==> config.mk <==
export PLATFORM = sky130hd
export DESIGN_NAME = module_button_reader
export DESIGN_NICKNAME = d
export VERILOG_FILES = /design/src/rtl/module_button_reader.sv
export SDC_FILE = /design/constraint.sdc
export NUM_CORES = 1
export LEC_CHECK = 0
export ABC_CLOCK_PERIOD_IN_PS = 7700
export BUFFER_PORTS_ARGS = -buffer_cell sky130_fd_sc_hd__buf_2
export CORE_UTILIZATION = 35
export DETAILED_ROUTE_END_ITERATION = 8
export GPL_ROUTABILITY_DRIVEN = 0
export PLACE_DENSITY = 0.51
export SETUP_SLACK_MARGIN = 0.05
export SYNTH_ARGS = -nofsm -noshare
export SYNTH_HDL_FRONTEND = slang
export SYNTH_SLANG_ARGS = --single-unit
==> constraint.sdc <==
create_clock -name clk -period 7.7 [get_ports clk]
set_input_delay 0.77 -clock clk [delete_from_list [all_inputs] [get_ports clk]]
set_output_delay 0.77 -clock clk [all_outputs]
set_load 0.005 [all_outputs]
==> src/rtl/module_button_reader.sv <==
//==============================================================================
// Module      : module_button_reader
// Description : N-button reader: 2-FF sync, per-button debounce, clean level
//               plus one-cycle press / release / long-press event pulses.
// Revision    : 1.0 - initial release
//==============================================================================
`default_nettype none

module module_button_reader #(
    parameter int N_BTN         = 2,
    parameter int STABLE_CYCLES = 270000,
    parameter int LONG_CYCLES   = 27000000
) (
    input  logic             clk,
    input  logic             rst,
    input  logic [N_BTN-1:0] btn_n,
    output logic [N_BTN-1:0] level_o,
    output logic [N_BTN-1:0] press_o,
    output logic [N_BTN-1:0] release_o,
    output logic [N_BTN-1:0] long_o
);

    localparam int c_DW = (STABLE_CYCLES > 1) ? $clog2(STABLE_CYCLES) : 1;
    localparam int c_HW = (LONG_CYCLES > 1) ? $clog2(LONG_CYCLES) : 1;
    localparam logic [c_DW-1:0] c_DLAST = c_DW'(STABLE_CYCLES - 1);
    localparam logic [c_HW-1:0] c_HLAST = c_HW'(LONG_CYCLES - 1);

    typedef enum logic [1:0] {
        ST_UP   = 2'd0,
        ST_DOWN = 2'd1,
        ST_HELD = 2'd2
    } state_t;

    genvar gi;
    generate
        for (gi = 0; gi < N_BTN; gi++) begin : g_btn
            logic            r_s1;
            logic            r_s2;
            logic            r_level;
            logic            r_press;
            logic            r_rel;
            logic            r_long;
            logic [c_DW-1:0] r_dcnt;
            logic [c_HW-1:0] r_hcnt;
            state_t          r_state;
            logic            w_accept;
            logic            w_acc_press;
            logic            w_acc_rel;

            assign w_accept    = (r_s2 != r_level) && (r_dcnt == c_DLAST);
            assign w_acc_press = w_accept && r_s2;
            assign w_acc_rel   = w_accept && !r_s2;

            always_ff @(posedge clk or posedge rst) begin
                if (rst) begin
                    r_s1    <= 1'b0;
                    r_s2    <= 1'b0;
                    r_level <= 1'b0;
                    r_press <= 1'b0;
                    r_rel   <= 1'b0;
                    r_long  <= 1'b0;
                    r_dcnt  <= '0;
                    r_hcnt  <= '0;
                    r_state <= ST_UP;
                end else begin
                    r_s1    <= ~btn_n[gi];
                    r_s2    <= r_s1;
                    r_press <= 1'b0;
                    r_rel   <= 1'b0;
                    r_long  <= 1'b0;

                    // Any sample matching the accepted level restarts the count.
                    if (r_s2 == r_level) begin
                        r_dcnt <= '0;
                    end else if (r_dcnt == c_DLAST) begin
                        r_level <= r_s2;
                        r_dcnt  <= '0;
                    end else begin
                        r_dcnt <= r_dcnt + 1'b1;
                    end

                    case (r_state)
                        ST_UP: begin
                            if (w_acc_press) begin
                                r_state <= ST_DOWN;
                                r_hcnt  <= '0;
                                r_press <= 1'b1;
                            end
                        end
                        ST_DOWN: begin
                            // Release takes priority over a simultaneous long hit.
                            if (w_acc_rel) begin
                                r_state <= ST_UP;
                                r_hcnt  <= '0;
                                r_rel   <= 1'b1;
                            end else if (r_hcnt == c_HLAST) begin
                                r_state <= ST_HELD;
                                r_long  <= 1'b1;
                            end else begin
                                r_hcnt <= r_hcnt + 1'b1;
                            end
                        end
                        ST_HELD: begin
                            if (w_acc_rel) begin
                                r_state <= ST_UP;
                                r_hcnt  <= '0;
                                r_rel   <= 1'b1;
                            end
                        end
                        default: begin
                            r_state <= ST_UP;
                            r_hcnt  <= '0;
                        end
                    endcase
                end
            end

            assign level_o[gi]   = r_level;
            assign press_o[gi]   = r_press;
            assign release_o[gi] = r_rel;
            assign long_o[gi]    = r_long;
        end
    endgenerate

endmodule

`default_nettype wire

=== Word-level counts from Yosys, hierarchy flattened ===
Index checks and enable logic that the tools add are counted.

* Register bits after elaboration: 104

* Add/subtract/negate cells: 4
* Eq/ne operators: 20
* Multiplexer cells: 38
* Bitwise operators: 4
* Reduce and logical (&&, ||, !) cells: 18

{| class="wikitable"
|+ Operators with widths
! kind !! count
|-
| $mux W25 || 8
|-
| $pmux W25 S3 || 2
|-
| $mux W19 || 4
|-
| $add A25 B1 Y25 const B || 2
|-
| $eq A25 B25 Y1 const B || 2
|-
| $add A19 B1 Y19 const B || 2
|-
| $eq A19 B19 Y1 const B || 2
|-
| $mux W2 || 8
|-
| $mux W1 || 14
|-
| $ne A3 B3 Y1 const B || 4
|-
| $pmux W2 S3 || 2
|-
| $reduce_and A3 Y1 || 4
|-
| $ne A2 B2 Y1 const B || 4
|-
| $logic_and A1 B1 Y1 || 6
|-
| $eq A2 B1 Y1 const B || 2
|-
| $eq A2 B2 Y1 const B || 2
|-
| $logic_not A2 Y1 || 2
|-
| $not A1 Y1 || 4
|-
| $reduce_and A2 Y1 || 2
|-
| $reduce_or A2 Y1 || 2
|-
| $eq A1 B1 Y1 || 2
|-
| $logic_not A1 Y1 || 2
|-
| $ne A1 B1 Y1 || 2
|}

=== Depth between registers and ports, before layout ===
* Word-level depth: 5
* Gate-level depth with buffers: 9

=== Worst setup path before layout ===
No wires, ideal clock.

* Kind: register -> register
* Start: register g_btn[0].r_dcnt[0]
* End: register g_btn[0].r_state[0]
* Setup time: 0.128 ns
* Arrival: 2.002 ns
* Required time: 7.572 ns
* Path slack: 5.571 ns
* Stages on the path, launching flop included: 9
* Cell sequence: dfrtp_1 -> ha_1 -> and3_1 -> nand4_4 -> nor2_1 -> a211oi_1 -> buf_4 -> a21oi_1 -> mux2_1

* Word-level cells in the longest chain between the ends: 5

{| class="wikitable"
|+ Ends and longest elaborated chain
! item !! RTL line !! source
|-
| start, declared || 43 || <nowiki>logic [c_DW-1:0] r_dcnt;</nowiki>
|-
| start signal, assigned || 79 || <nowiki>r_dcnt <= r_dcnt + 1'b1;</nowiki>
|-
| $eq A19 B19 Y1 (*) || 50 || <nowiki>assign w_accept = (r_s2 != r_level) && (r_dcnt == c_DLAST);</nowiki>
|-
| $logic_and A1 B1 Y1 (*) || 50 ||
|-
| $logic_and A1 B1 Y1 (on tied branches) || 52, 51 ||
|-
| $ne A3 B3 Y1 (no source line), or another cell as far along || -- ||
|-
| $reduce_and A3 Y1 (no source line) / $pmux W2 S3 (equally long branches) || -- ||
|-
| end signal, assigned || 64 || <nowiki>r_state <= ST_UP;</nowiki>
|-
| end signal, assigned || 85 || <nowiki>r_state <= ST_DOWN;</nowiki>
|-
| end signal, assigned || 93 || <nowiki>r_state <= ST_UP;</nowiki>
|-
| end, declared || 45 || <nowiki>state_t r_state;</nowiki>
|}

Mark *: on every way between the ends. The rest lies on a longest branch, timed or not.
A chain may end at the register's enable or synchronous reset.

=== Final worst setup path ===
* Start: register g_btn[0].r_dcnt[0]
* End: register g_btn[0].r_hcnt[8]

* Word-level cells in the longest chain between the ends: 5

{| class="wikitable"
|+ Ends and longest elaborated chain
! item !! RTL line !! source
|-
| $eq A19 B19 Y1 (*) || 50 ||
|-
| $logic_and A1 B1 Y1 (*) || 50 ||
|-
| $logic_and A1 B1 Y1 (on tied branches) || 52, 51 ||
|-
| $ne A3 B3 Y1 (no source line), or another cell as far along || -- ||
|-
| $reduce_and A3 Y1 (no source line) / $pmux W25 S3 (equally long branches) || -- ||
|-
| end signal, assigned || 100 || <nowiki>r_hcnt <= r_hcnt + 1'b1;</nowiki>
|-
| end, declared || 44 || <nowiki>logic [c_HW-1:0] r_hcnt;</nowiki>
|}

Marked as above.

==> results_dict.tcl <==
set metrics [dict create \
    setup_violations 0 \
    path_class "reg -> reg" \
    tightest_slew_ps 1060 \
    async_flop_share_pct 100 \
    syn_inst 595 \
    skew_ps 9.43 \
    ir_drop_v 0.0000903 \
    grt_pass1_vias 4253 \
    layout.nets 607 \
    mostFrequentLayoutCell "dfrtp_1" \
    drv_slew 0 \
    cp_num_buf_inv 0 \
    crit_required_ps 7950 \
    synthMuxAreaShare_pct 0.585 \
    dieArea_um2 16400 \
    dp_slack_ps 4920 \
    diodes 0 \
    pwr-share-comb_pct 2.1 \
    synth-simple-area-share_pct 23.4 \
    max-slew-margin-rel_pct 29.2 \
    clk_pin_slew_ps 70 \
    ys.warnings.count 0 \
    viasPerCell 5.34 \
    p_int_mw 0.788 \
    outcome "finished clean" \
    maxCapViolCount 0 \
    timing.final.ws_setup_ps 4980 \
    synthAdderAreaFrac_pct 2.25 \
    syn_nets 609 \
    drc_errors 0 \
    avgRoutedWirePerCell_um 14.1 \
    grt_max_degree 63 \
    core_um2 15400 \
    synth_top_family_by_area "simple AND/OR/NAND/NOR gates" \
    fmax_mhz 368 \
    grt_overflow 0 \
    switching_power_mw 0.222 \
    dr.pass1.iters 4 \
    insertion_delay_ps 350 \
    std_cell_rows 45 \
    post-route-period-util_pct 35.3 \
    grt_pass1_wl_um 20100 \
    synth_area_per_cell_um2 9.35 \
    seq_power_share_pct 54.7 \
    htree_levels 3 \
    antenna_found_initial 0 \
    cp_slowest_cell "or2_1" \
    power_density_nw_per_um2 168 \
    synth_ff_type "dfrtp_1" \
    startpoint_type "register" \
    port_buffers 11 \
    track_usage_pct 15.3 \
    cts_buffers 9 \
    critPathTopFamily "simple AND/OR/NAND/NOR gates" \
    syn_to_final_growth_pct 8.32 \
    clkPwrFrac_pct 43.1 \
    setup_tns_ps 0 \
    synth.distinct_cells 53 \
    rsz0062_at_grt "no" \
    cts-root-buf "clkbuf_16" \
    clockBufferDepth 2 \
    total_power_mw 1.01 \
    cellLeakagePower_nw 2.50 \
    end_kind "register" \
    ios 12 \
    ys_seq_area_share_pct 46.8 \
    cp_cell_sequence "ha_1 -> and3_1 -> nand4_4 -> nor3_1 -> nand4b_1 -> or2_1 -> o41ai_2" \
    drt_iter0_markers 224 \
    layout_common_cells "dfrtp_1, nor2_1, o21ai_1" \
    synth-edff-count 0 \
    cp_max_fo 12 \
    seq_area_um2 2600 \
    cts.sink_count 104 \
    synth-xor-area-share_pct 4.88 \
    ys_ff_latch 104 \
    arrival_ps 2970 \
    holdBufCountCts 0 \
    place_area_um2 5750 \
    place_inst 793 \
    drive_above_1_share_pct 7.71 \
    fp.dieH_um 128 \
    nFillCells 1530 \
    start_util_pct 36.2 \
    syn_area_um2 5570 \
    wl_um 11400 \
    hold_path.class "reg -> reg" \
    antenna_left 0 \
    switching_share_pct 22.0 \
    finalHoldViolations 0 \
    fin_util_pct 39.2 \
    cts_setup_buffers 0 \
    hold_slack_ps 348 \
    synth_compound_area_share_pct 17.5 \
    hpwlAfterDp_um 7540 \
    layoutNonFillerInstCount 808 \
    die_x_um 128 \
    num_vias 4314 \
    final_cell_area_um2 6030 \
    finalCriticalPeriod_ps 2720 \
    cts_tree "built" \
    multi_input_area_um2 2710 \
    cp_slowest_stage_delay_ps 580 \
    post_cts_resized 0 \
]
-- cells in the mapped netlist (13+ instances only) --
library cell	count	area, um^2
nand4_1	17	106
nand2_1	40	150
nor2_1	70	263
o21ai_0	20	100
a21oi_1	26	130
dfrtp_1	104	2600
o21ai_1	44	220
o31ai_1	32	240
and3_1	17	106
xor2_1	18	158
inv_1	24	90.1
nand3_1	32	160
xnor2_1	13	114
-- power by group through the flow --
| stage | Combinational, mW | Clock [mW] | Sequential, mW |
|---|---|---|---|
| final | 0.0216 | 0.436 | 0.553 |
| after global routing | 0.0265 | 0.471 | 0.553 |
| after CTS | 0.0233 | 0.452 | 0.553 |
| after detailed placement | 0.0232 | 0 | 0.563 |
| after global placement | 0.0226 | 0 | 0.563 |
| after floorplan | 0.0159 | 0 | 0.562 |
-- state kept, by name (all words and copies together), names as in the netlist --
name / count
g_btn.r_rel: 2
g_btn.r_press: 2
g_btn.r_level: 2
g_btn.r_long: 2
g_btn.r_hcnt: 50
g_btn.r_s1: 2
g_btn.r_s2: 2
g_btn.r_state: 4
g_btn.r_dcnt: 38
-- layout make-up --
| type | instances | area share [%] |
|---|---|---|
| Multi-Input combinational cell | 439 | 45.0 |
| Sequential cell | 104 | 43.2 |
| Tap cell | 211 | 4.38 |
| Clock buffer | 12 | 4.25 |
| Inverter | 24 | 1.54 |
| Timing Repair Buffer | 15 | 1.41 |
| Clock inverter | 3 | 0.291 |
-- worst reg2reg max path: stages (launching register included) --
cell      delay [ps]
dfrtp_1          410
ha_1             230
and3_1           250
nand4_4          170
nor3_1            90
nand4b_1         570
or2_1            580
o41ai_2          330
-- metal layers --
layer | vias up | GRT usage, % | share of wire (%)
li1 | 2143 | - | -
met4 | 0 | 6.85 | 1.5
met1 | 2119 | 20.7 | 51
met2 | 40 | 24.4 | 46
met5 | - | 0 | 0
met3 | 12 | 2.13 | 2.0
-- kinds of logic (layout without fill, tap and decap cells) --
| logic type | count (synthesis) | count (layout) |
|---|---|---|
| XOR/XNOR | 31 | 31 |
| flip-flops | 104 | 104 |
| buffers and inverters | 52 | 54 |
| adder cells (fa/ha/maj) | 10 | 10 |
| multiplexers | 3 | 3 |
| AND/OR/NAND/NOR | 243 | 243 |
| AO/OA/AOI/OAI | 152 | 152 |
-- final timing paths --
path,from,to,slack (ps),cells past startpoint
max reg2reg,g_btn[0].r_dcnt[0],g_btn[0].r_hcnt[8],4980,7
min in group asynchronous,rst,g_btn[0].r_long,560,2
max in group asynchronous,rst,g_btn[0].r_dcnt[11],6070,3
min,g_btn[0].r_s1,g_btn[0].r_s2,350,0
min reg2reg,g_btn[0].r_s1,g_btn[0].r_s2,350,0
max,g_btn[0].r_dcnt[0],g_btn[0].r_hcnt[8],4980,7
Note: power is estimated with default switching activity, not from simulation.
